$ cat src/rtl/reflet_mailbox_pkg.sv
// reflet_mailbox_pkg: register offsets and bit positions shared by the mailbox block and its users.
package reflet_mailbox_pkg;
  localparam logic [1:0] MAILBOX_PUSH = 2'd0;
  localparam logic [1:0] MAILBOX_HEAD = 2'd1;
  localparam logic [1:0] MAILBOX_STATUS = 2'd2;
  localparam logic [1:0] MAILBOX_CONTROL = 2'd3;
  localparam int ST_EMPTY = 0;
  localparam int ST_FULL = 1;
  localparam int ST_OVERFLOW = 2;
  localparam int ST_UNDERFLOW = 3;
  localparam int ST_COUNT = 4;
  // CONTROL flag positions counted down from the MSB: bit index = wordsize - offset
  localparam int CTRL_IRQ_EN_OFS = 1;
  localparam int CTRL_CLEAR_OFS = 2;
endpackage

$ cat src/rtl/reflet_mailbox_if.sv
// reflet_mailbox_if: reflet_cpu peripheral bus as seen by one responder.
interface reflet_mailbox_if #(parameter int wordsize = 16, parameter int addrSize = 2);
  logic enable;
  logic write_en;
  logic irq;
  logic [addrSize-1:0] addr;
  logic [wordsize-1:0] data_in;
  logic [wordsize-1:0] data_out;
  modport master(output enable, addr, data_in, write_en, input data_out, irq);
  modport slave(input enable, addr, data_in, write_en, output data_out, irq);
endinterface

$ cat src/rtl/reflet_mailbox_fifo.sv
// reflet_mailbox_fifo: circular word buffer with occupancy count and failed push/pop pulses.
module reflet_mailbox_fifo
  import reflet_mailbox_pkg::*;
#(parameter int wordsize = 16, parameter int depthLog2 = 3) (
  input  logic clk,
  input  logic reset,
  input  logic clear,
  input  logic push,
  input  logic pop,
  input  logic [wordsize-1:0] din,
  output logic [wordsize-1:0] head,
  output logic [depthLog2:0] count,
  output logic [depthLog2:0] count_d,
  output logic full,
  output logic empty,
  output logic push_fail,
  output logic pop_fail
);
  logic [wordsize-1:0] mem [1<<depthLog2];
  logic [depthLog2-1:0] rd_ptr, wr_ptr;
  logic do_push, do_pop;
  // count never exceeds the depth, so its MSB alone means full
  assign full = count[depthLog2];
  assign empty = count == '0;
  assign push_fail = push && full;
  assign pop_fail = pop && empty;
  assign do_push = push && !full;
  assign do_pop = pop && !empty;
  assign head = mem[rd_ptr];
  assign count_d = clear ? '0 : do_push ? count + (depthLog2+1)'(1) : do_pop ? count - (depthLog2+1)'(1) : count;
  always_ff @(posedge clk) begin
    if (!reset || clear) begin
      rd_ptr <= '0;
      wr_ptr <= '0;
    end else begin
      if (do_push) wr_ptr <= wr_ptr + depthLog2'(1);
      if (do_pop) rd_ptr <= rd_ptr + depthLog2'(1);
    end
    count <= reset ? count_d : '0;
  end
  always_ff @(posedge clk) if (reset && do_push) mem[wr_ptr] <= din;
endmodule

$ cat src/rtl/reflet_mailbox.sv
// reflet_mailbox: memory-mapped FIFO mailbox bus responder for reflet_cpu.
// Define REFLET_MAILBOX_IRQ_EN for the registered threshold/overflow interrupt; otherwise irq is tied low.
module reflet_mailbox
  import reflet_mailbox_pkg::*;
#(parameter int wordsize = 16, parameter int depthLog2 = 3, parameter int addrSize = 2) (
  input logic clk,
  input logic reset,
  reflet_mailbox_if.slave bus
);
  localparam int IRQ_BIT = wordsize - CTRL_IRQ_EN_OFS;
  localparam int CLR_BIT = wordsize - CTRL_CLEAR_OFS;
  logic [addrSize-1:0] addr;
  logic [1:0] sel;
  logic wr, push, pop, ctrl_wr, clear;
  logic [wordsize-1:0] head, status, control, rd_d;
  logic [depthLog2:0] count, count_d, thr, thr_d;
  logic full, empty, push_fail, pop_fail, ovf, ovf_d, unf, unf_d, irq_en;
  assign addr = bus.addr;
  assign sel = addr[1:0];
  assign wr = bus.enable && bus.write_en;
  assign push = wr && sel == MAILBOX_PUSH;
  assign pop = wr && sel == MAILBOX_HEAD;
  assign ctrl_wr = wr && sel == MAILBOX_CONTROL;
  assign clear = ctrl_wr && bus.data_in[CLR_BIT];
  reflet_mailbox_fifo #(.wordsize(wordsize), .depthLog2(depthLog2)) fifo (
    .clk(clk), .reset(reset), .clear(clear), .push(push), .pop(pop), .din(bus.data_in),
    .head(head), .count(count), .count_d(count_d), .full(full), .empty(empty),
    .push_fail(push_fail), .pop_fail(pop_fail)
  );
  always_comb begin
    status = '0;
    status[ST_EMPTY] = empty;
    status[ST_FULL] = full;
    status[ST_OVERFLOW] = ovf;
    status[ST_UNDERFLOW] = unf;
    status[ST_COUNT +: depthLog2+1] = count;
    control = '0;
    control[depthLog2:0] = thr;
    control[IRQ_BIT] = irq_en;
    thr_d = ctrl_wr ? bus.data_in[depthLog2:0] : thr;
    ovf_d = !clear && (ovf || push_fail);
    unf_d = !clear && (unf || pop_fail);
    // stale storage stays hidden: HEAD of an empty FIFO always reads 0
    rd_d = !bus.enable ? '0 : sel == MAILBOX_HEAD ? (empty ? '0 : head) :
           sel == MAILBOX_STATUS ? status : sel == MAILBOX_CONTROL ? control : '0;
  end
  always_ff @(posedge clk) begin
    if (!reset) begin
      thr <= '0;
      ovf <= 1'b0;
      unf <= 1'b0;
      bus.data_out <= '0;
    end else begin
      thr <= thr_d;
      ovf <= ovf_d;
      unf <= unf_d;
      bus.data_out <= rd_d;
    end
  end
`ifdef REFLET_MAILBOX_IRQ_EN
  logic irq_en_d, irq_q;
  assign irq_en_d = ctrl_wr ? bus.data_in[IRQ_BIT] : irq_en;
  always_ff @(posedge clk) begin
    irq_en <= reset && irq_en_d;
    irq_q <= reset && irq_en_d && (count_d >= thr_d || ovf_d);
  end
  assign bus.irq = irq_q;
`else
  logic unused_count_d;
  assign unused_count_d = ^count_d;
  assign irq_en = 1'b0;
  assign bus.irq = 1'b0;
`endif
endmodule

$ cat src/flat_wrapper.sv
// flat-port wrapper written by rule: the top's interface ports become plain ports
module reflet_mailbox_flat import reflet_mailbox_pkg::*;
#(parameter int wordsize = 16, parameter int depthLog2 = 3, parameter int addrSize = 2)
  (clk, reset, bus_enable, bus_addr, bus_data_in, bus_write_en, bus_data_out, bus_irq);
  reflet_mailbox_if #(.wordsize(wordsize), .addrSize(addrSize)) bus_i ();
  input logic clk;
  input logic reset;
  input wire logic [$bits(bus_i.enable)-1:0] bus_enable;
  input wire logic [$bits(bus_i.addr)-1:0] bus_addr;
  input wire logic [$bits(bus_i.data_in)-1:0] bus_data_in;
  input wire logic [$bits(bus_i.write_en)-1:0] bus_write_en;
  output wire logic [$bits(bus_i.data_out)-1:0] bus_data_out;
  output wire logic [$bits(bus_i.irq)-1:0] bus_irq;
  assign bus_i.enable = bus_enable;
  assign bus_i.addr = bus_addr;
  assign bus_i.data_in = bus_data_in;
  assign bus_i.write_en = bus_write_en;
  assign bus_data_out = bus_i.data_out;
  assign bus_irq = bus_i.irq;
  reflet_mailbox #(.wordsize(wordsize), .depthLog2(depthLog2), .addrSize(addrSize)) u_core (.clk(clk), .reset(reset), .bus(bus_i));
endmodule
$ cat config.mk
export PLATFORM = sky130hd
export DESIGN_NAME = reflet_mailbox_flat
export DESIGN_NICKNAME = d
export VERILOG_FILES = /design/src/rtl/reflet_mailbox_pkg.sv /design/src/rtl/reflet_mailbox_if.sv /design/src/rtl/reflet_mailbox_fifo.sv /design/src/rtl/reflet_mailbox.sv /design/src/flat_wrapper.sv
export SDC_FILE = /design/constraint.sdc
export NUM_CORES = 1
export LEC_CHECK = 0
export ABC_AREA = 1
export CORE_MARGIN = 2
export CORE_UTILIZATION = 31
export DETAILED_ROUTE_END_ITERATION = 7
export GPL_TIMING_DRIVEN = 0
export PLACE_DENSITY_LB_ADDON = 0.25
export SETUP_SLACK_MARGIN = 0.05
export SYNTH_ARGS = -nofsm -noshare
export SYNTH_HDL_FRONTEND = slang
export SYNTH_SLANG_ARGS = --single-unit
$ cat constraint.sdc
create_clock -name clk -period 2.4 [get_ports clk]
set_input_delay 0.48 -clock clk [delete_from_list [all_inputs] [get_ports clk]]
set_output_delay 0.48 -clock clk [all_outputs]
set_load 0.01 [all_outputs]
==> results of run 1 <==
-- state kept, by name, summed over array words and instances, names as in the netlist, named ones only --
signal	cells
u_core.bus.data_out	16
u_core.fifo.count	4
u_core.fifo.mem	128
u_core.fifo.rd_ptr	3
u_core.fifo.wr_ptr	3
u_core.ovf	1
u_core.thr	4
u_core.unf	1
-- routing by layer --
metal / vias up / track usage / part of all wire / wire length [um]
li1: 2170 / - / - / -
met1: 2219 / 0.196 / 0.43 / 7260
met2: 111 / 0.266 / 0.51 / 8570
met3: 26 / 0.0323 / 0.045 / 756
met4: 0 / 0.0594 / 0.018 / 298
met5: - / 0 / 0 / 0
-- area by class of cell --
cell class	instances	area (um^2)
fill	2012	12800
sequential	163	4540
multi-input combinational	342	1690
timing repair buffer	50	563
clock buffer	19	453
tap	275	344
inverter	74	280
buffer	24	151
clock inverter	13	128
-- placed cells by master (no fill, tap or decap), types with 8 or more instances in the layout --
cell type | Yosys | layout
inv_1 | 64 | 64
clkdlybuf4s50_1 | 0 | 36
o21ai_0 | 32 | 32
dfxtp_1 | 35 | 35
o21ai_1 | 21 | 21
edfxtp_1 | 128 | 128
nor2_1 | 76 | 68
nand2_1 | 98 | 97
nand3_1 | 56 | 56
inv_2 | 8 | 8
buf_2 | 10 | 10
buf_4 | 7 | 11
clkbuf_16 | 0 | 17
nor2_4 | 0 | 8
a21oi_1 | 21 | 21
-- stage by stage --
stage | setup TNS [ns] | area [um^2]
final | 0 | 8160
after global placement | -144.05 | 7310
after detailed placement | -43.63 | 7460
after global routing | 0 | 8160
after CTS | 0 | 8060
after floorplan | 0 | 6600
-- worst max-delay path, delay by kind of cell --
| family | cells | cell delay (ns) |
|---|---|---|
| simple gates | 4 | 0.81 |
| buf+inv | 4 | 0.99 |
-- worst paths after layout --
path	from	end	cells after the start
min	reset	u_core.thr[0]	3
max	bus_enable	u_core.fifo.mem[7][13]	8
max reg2reg	u_core.fifo.count[3]	u_core.fifo.mem[7][13]	6
min reg2reg	u_core.thr[1]	u_core.thr[1]	2
-- cell families after synthesis --
kind of cell	count (synthesis)
xor+xnor	1
other cells	1
buf+inv	98
fa+ha+maj	5
compound gates	90
flops	163
simple gates	245
-- cell usage after synthesis, drive strengths merged --
library cell | instances | area, um^2
edfxtp | 128 | 3840
nand2 | 105 | 417
nor2 | 79 | 304
inv | 73 | 277
nand3 | 57 | 290
o21ai | 53 | 265
dfxtp | 35 | 701
a21oi | 22 | 114
buf | 21 | 140
o22ai | 7 | 43.8
ha | 4 | 50.1
clkbuf | 3 | 11.3
o211ai | 3 | 22.5
nand4 | 2 | 27.5
o21a | 2 | 15.0
a22o | 1 | 8.76
a22oi | 1 | 7.51
clkinv | 1 | 3.75
conb | 1 | 3.75
fa | 1 | 20.0
nor3 | 1 | 16.3
o31ai | 1 | 7.51
or2 | 1 | 6.26
xnor2 | 1 | 8.76
-- power groups by stage --
stage | clock [uW] | combinational (uW) | sequential [uW]
floorplan | 0 | 118 | 3130
detailed placement | 0 | 237 | 3130
CTS | 2660 | 239 | 3070
global route | 2760 | 264 | 3070
global placement | 0 | 226 | 3130
finish | 2620 | 239 | 3070
-- what timing repair did --
| action | in CTS | in global routing |
|---|---|---|
| endpoints found under the setup margin | 44 | 68 |
| resized for setup | 4 | 6 |
| setup buffers | 0 | 6 |
| pin swaps | 0 | 2 |
==> metrics.txt, run 1 <==
Crit-path slowest cell=clkdlybuf4s50_1; Simple-Gate Fraction of Synth Area=0.161; internal power=about 4600 uW; first-pass GRT wire length=between 20 and 30 mm; DP Worst Slack=-0.485 ns; main combinational cell family by area after synthesis=simple AND/OR/NAND/NOR gates; most used cell, CP=nand2_2; Fmax=approximately 460 MHz; Worst Skew=roughly 0.0081 ns; Placed Instances=922; core area=21,000 um^2; CP peak stage delay=about 0.51 ns; Die W=150 um; full die area=approximately 22,000 um^2; Yosys reg bits=163; CTS tree=yes; std cell rows=53; DRT Wirelength=around 17 mm; Total GRT Usage=0.156; register area share after synthesis=0.688; CP Class=in -> reg; final-stage net count=699; GP Congestion=roughly 0.78; Adder-Cell Fraction of Synth Area=0.0106; initial antenna violation count=0; Slew Limit Headroom=0.529; syn nets=630; final worst setup slack=between 0.2 and 0.25 ns; switching portion of total power=0.218; # setup viols final=0; Worst Path Arrival=2.29 ns; Final Hold Fails=0; post-synthesis cell count=about 600; worst hold path type=in -> reg; RSZ-0062 raised after global routing=no; Worst-path clk slew=0.06 ns; Min Hold Slack=0.371 ns; post-synthesis xor/xnor area fraction=0.00133; Synth Area in Compound Gates=0.0733; Routed wire per std cell=about 18 um; synthesized cell area=approximately 6600 um^2; DR iter-0 viols=~340; # DRC=0; vias in the first global route=approximately 4,500; Psw=1290 uW; Slew @ Worst Pin=slightly above 0.7 ns; die height=around 150 um; Initial Utilization=0.315; Antenna diodes=0; Worst Setup End Kind=flip-flop; Area Growth Syn to Fin=23.5%; total clock sinks=around 160; Synth cell types=36; share of layout cells above drive strength 1=0.145; post-synthesis mux area share=0; largest net degree at the start of global routing=17; Pwr Total=between 5000 and 6000 uW; leakage power=slightly above 0.003 uW; Logic pwr share=0.040; Non-Filler Instances=960; CTS max path bufs=2; maxcap violations=0; Clock Latency Late Sink=between 0.4 and 0.5 ns; CP required=2.53 ns; router iterations before antenna repair=5; CTS Hold Bufs=0; Vias/cell=around 4.7; grt ovf=0; synthesized area per cell=roughly 11 um^2; synth warn=0; Critical Path, Cell by Cell=clkdlybuf4s50_1 -> nand2_2 -> inv_2 -> nand4_4 -> inv_1 -> nand2_2 -> nor2_4 -> buf_8; Power Dens Cells=roughly 730 nW/um^2; H-tree level count=4; post-route ant nets=0; Root Driver=clkbuf_16; period utilisation layout=0.899; outcome=finished, final reports clean; total number of vias=approximately 4,500; VDD IR max=415 uV; R2R setup slack=about 0.50 ns; Util after Layout=0.389; IO Pins=39; crit path launch type=primary input; fraction of power consumed by sequential logic=0.517; CTS buffer count=17; port bufs=36; Post-DP HPWL=11.3 mm; Final min period=between 2 and 2.5 ns; clock share of power=0.442; Slew Limit Fails=0; Worst Path Max Fanout=10
No activity file was read; power rests on OpenSTA's default activity.
==> inputs of run 2 (changes only) <==
Settings changed: CTS_BUF_LIST set to sky130_fd_sc_hd__clkbuf_16, RECOVER_POWER set to 50.
==> run 2 against run 1 <==
  * Final cell count down 0.21%
  * Wire length decreased by 0.85%
  * Flip-flop and latch count unchanged
  * Global-route usage is essentially flat
  * Non-clock buffer count decreased by 2
  * Die area did not move
==> metrics.txt, run 2 (synthesized netlist as in run 1, its figures left out) <==
outcome=finished, final reports clean (unchanged); max reg flops=128 (unchanged); Worst-path clk slew=0.06 ns (about the same); Slew Limit Headroom=0.525 (was 0.529); Reg2Reg Depth=5 (was 6); # DRC=0 (unchanged); CP Class=in -> reg (unchanged); Top delay family on crit path=simple AND/OR/NAND/NOR gates (was buffers and inverters); share of layout cells above drive strength 1=0.133 (was 0.145); min-delay src=reset (unchanged); commonest non-fill, non-tap cells in the layout=edfxtp_1 (128), nand2_1 (99), nor2_1 (68), inv_1 (65), nand3_1 (56) (was edfxtp_1 (128), nand2_1 (97), nor2_1 (68), inv_1 (64), nand3_1 (56)); fin area=8100 um^2 (was 8160 um^2); period utilisation layout=0.993 (was 0.899); full die area=22,500 um^2 (unchanged); Non-Filler Instances=958 (was 960); Crit-path slowest cell=clkdlybuf4s50_1 (unchanged); largest net degree at the start of global routing=17 (unchanged); commonest non-fill, non-tap cell in the layout=edfxtp_1 (unchanged); Die W=150 um (unchanged); Worst Path Max Fanout=10 (unchanged); DR iter-0 viols=382 (was 337); CTS buffer count=17 (unchanged); leakage power=0.00301 uW (was 0.00303 uW); FF-to-FF End=u_core.fifo.mem[0][14] (was u_core.fifo.mem[7][13]); Final Hold Fails=0 (unchanged); CP required=2.53 ns (about the same); Worst Setup End Kind=flip-flop (unchanged); final worst setup slack=0.0164 ns (was 0.242 ns); H-tree level count=4 (unchanged); Min Hold Slack=0.367 ns (was 0.371 ns); CTS Hold Bufs=0 (unchanged); Reg with most FFs=u_core.fifo.mem (unchanged); hold depth=3 (unchanged); setup_tns=0 ns (unchanged); Initial Utilization=0.315 (unchanged); Clock Latency Late Sink=0.43 ns (about the same); CTS tree=yes (unchanged); RR Startpoint=u_core.fifo.count[3] (unchanged); Post-DP HPWL=11.3 mm (unchanged); Worst Skew=0.00622 ns (was 0.00807 ns); Critical Path, Cell by Cell=clkdlybuf4s50_1 -> nand2_2 -> inv_2 -> nand4_4 -> or2_1 -> nor2_2 -> buf_8 (was clkdlybuf4s50_1 -> nand2_2 -> inv_2 -> nand4_4 -> inv_1 -> nand2_2 -> nor2_4 -> buf_8); grt ovf=0 (unchanged); Placed Area=7460 um^2 (unchanged); die height=150 um (unchanged); total number of vias=4,505 (was 4,526); worst hold path type=in -> reg (unchanged); CP peak stage delay=0.51 ns (about the same); R2R setup slack=0.28 ns (was 0.50 ns); total clock sinks=163 (unchanged); Placed Instances=922 (unchanged); hold endpoint=u_core.thr[0] (unchanged); Final min period=2.38 ns (was 2.16 ns); vias in the first global route=4,483 (unchanged); DRT Wirelength=16.7 mm (was 16.9 mm); std cell rows=53 (unchanged); RSZ-0062 raised after global routing=yes (was no); port bufs=36 (unchanged); Root Driver=clkbuf_16 (unchanged); GP Congestion=0.777 (unchanged); first-pass GRT wire length=25.5 mm (about the same); Vias/cell=4.70 (was 4.71); Fmax=420 MHz (was 463 MHz); buffers and inverters on the worst path=3 (was 4); final-stage net count=697 (was 699); VDD IR max=412 uV (was 415 uV); initial antenna violation count=0 (unchanged); Total GRT Usage=0.156 (about the same); Regs by FF count=u_core.fifo.mem x128, u_core.bus.data_out x16 (unchanged); IO Pins=39 (unchanged); Slew @ Worst Pin=0.713 ns (was 0.707 ns); Slew Limit Fails=0 (unchanged); Antenna diodes=0 (unchanged); Area Growth Syn to Fin=22.6% (was 23.5%); Power Dens Cells=723 nW/um^2 (was 727 nW/um^2); Routed wire per std cell=17.5 um (was 17.6 um); router iterations before antenna repair=5 (unchanged); core area=21,000 um^2 (unchanged); CTS max path bufs=2 (unchanged); DP Worst Slack=-0.485 ns (unchanged); fillers=2,022 (was 2,012); Worst Path Arrival=2.52 ns (was 2.29 ns); # setup viols final=0 (unchanged); post-route ant nets=0 (unchanged); crit path launch type=primary input (unchanged); maxcap violations=0 (unchanged)
==> run 2: area by class of cell <==
cell class | count | area, um^2 | share of cell area
multi-input combinational | 342 | 1670 | 0.206
tap | 275 | 344 | 0.0425
timing repair buffer | 48 | 548 | 0.0677
clock inverter | 15 | 135 | 0.0167
inverter | 74 | 280 | 0.0346
buffer | 24 | 151 | 0.0187
clock buffer | 17 | 425 | 0.0525
sequential | 163 | 4540 | 0.561
==> run 2: worst max-delay path by stage <==
stage / slack [ns] / endpoint / cells after the start / start
2_1_floorplan: 0.22 / u_core.fifo.mem[0][0] / 5 / bus_enable
3_3_place_gp: -1.23 / u_core.fifo.mem[2][8] / 6 / bus_enable
3_5_place_dp: -0.49 / u_core.fifo.mem[2][8] / 7 / bus_enable
4_1_cts: -0.004 / u_core.fifo.mem[4][1] / 7 / bus_enable
5_1_grt: -0.12 / u_core.fifo.mem[0][14] / 7 / bus_enable
6_report: 0.02 / u_core.fifo.mem[0][14] / 7 / bus_enable
==> run 2: layer usage <==
metal	vias up	wire length, um	GRT usage
met2	93	8510	0.265
li1	2166	-	-
met3	24	721	0.0317
met1	2222	7230	0.195
met4	0	287	0.0604
met5	-	0	0
==> run 2: metrics by stage <==
step / power, uW / util
finish: 5860 / 0.386
global route: 6020 / 0.386
CTS: 5900 / 0.383
detailed placement: 3370 / 0.356
global placement: 3350 / 0.349
floorplan: 3250 / -
==> run 2: worst min-delay path, stage by stage <==
cell,delay [ns]
buf_4,0.15
o21ai_0,0.08
nor2_1,0.04
==> run 2: power breakdown <==
part	leakage, uW	internal, uW	total [uW]	switching, uW
clock	0.000265	1430	2560	1130
sequential	0.00143	3060	3070	11.2
combinational	0.00131	80.4	231	150
==> run 2: repair_timing <==
action / 4_1_cts / 5_1_grt
setup endpoints to repair: 44 / 77
setup buffers: 0 / 4
pin swaps: 0 / 3
endpoints found under the hold margin: 0 / 0
gates resized for setup: 2 / 4
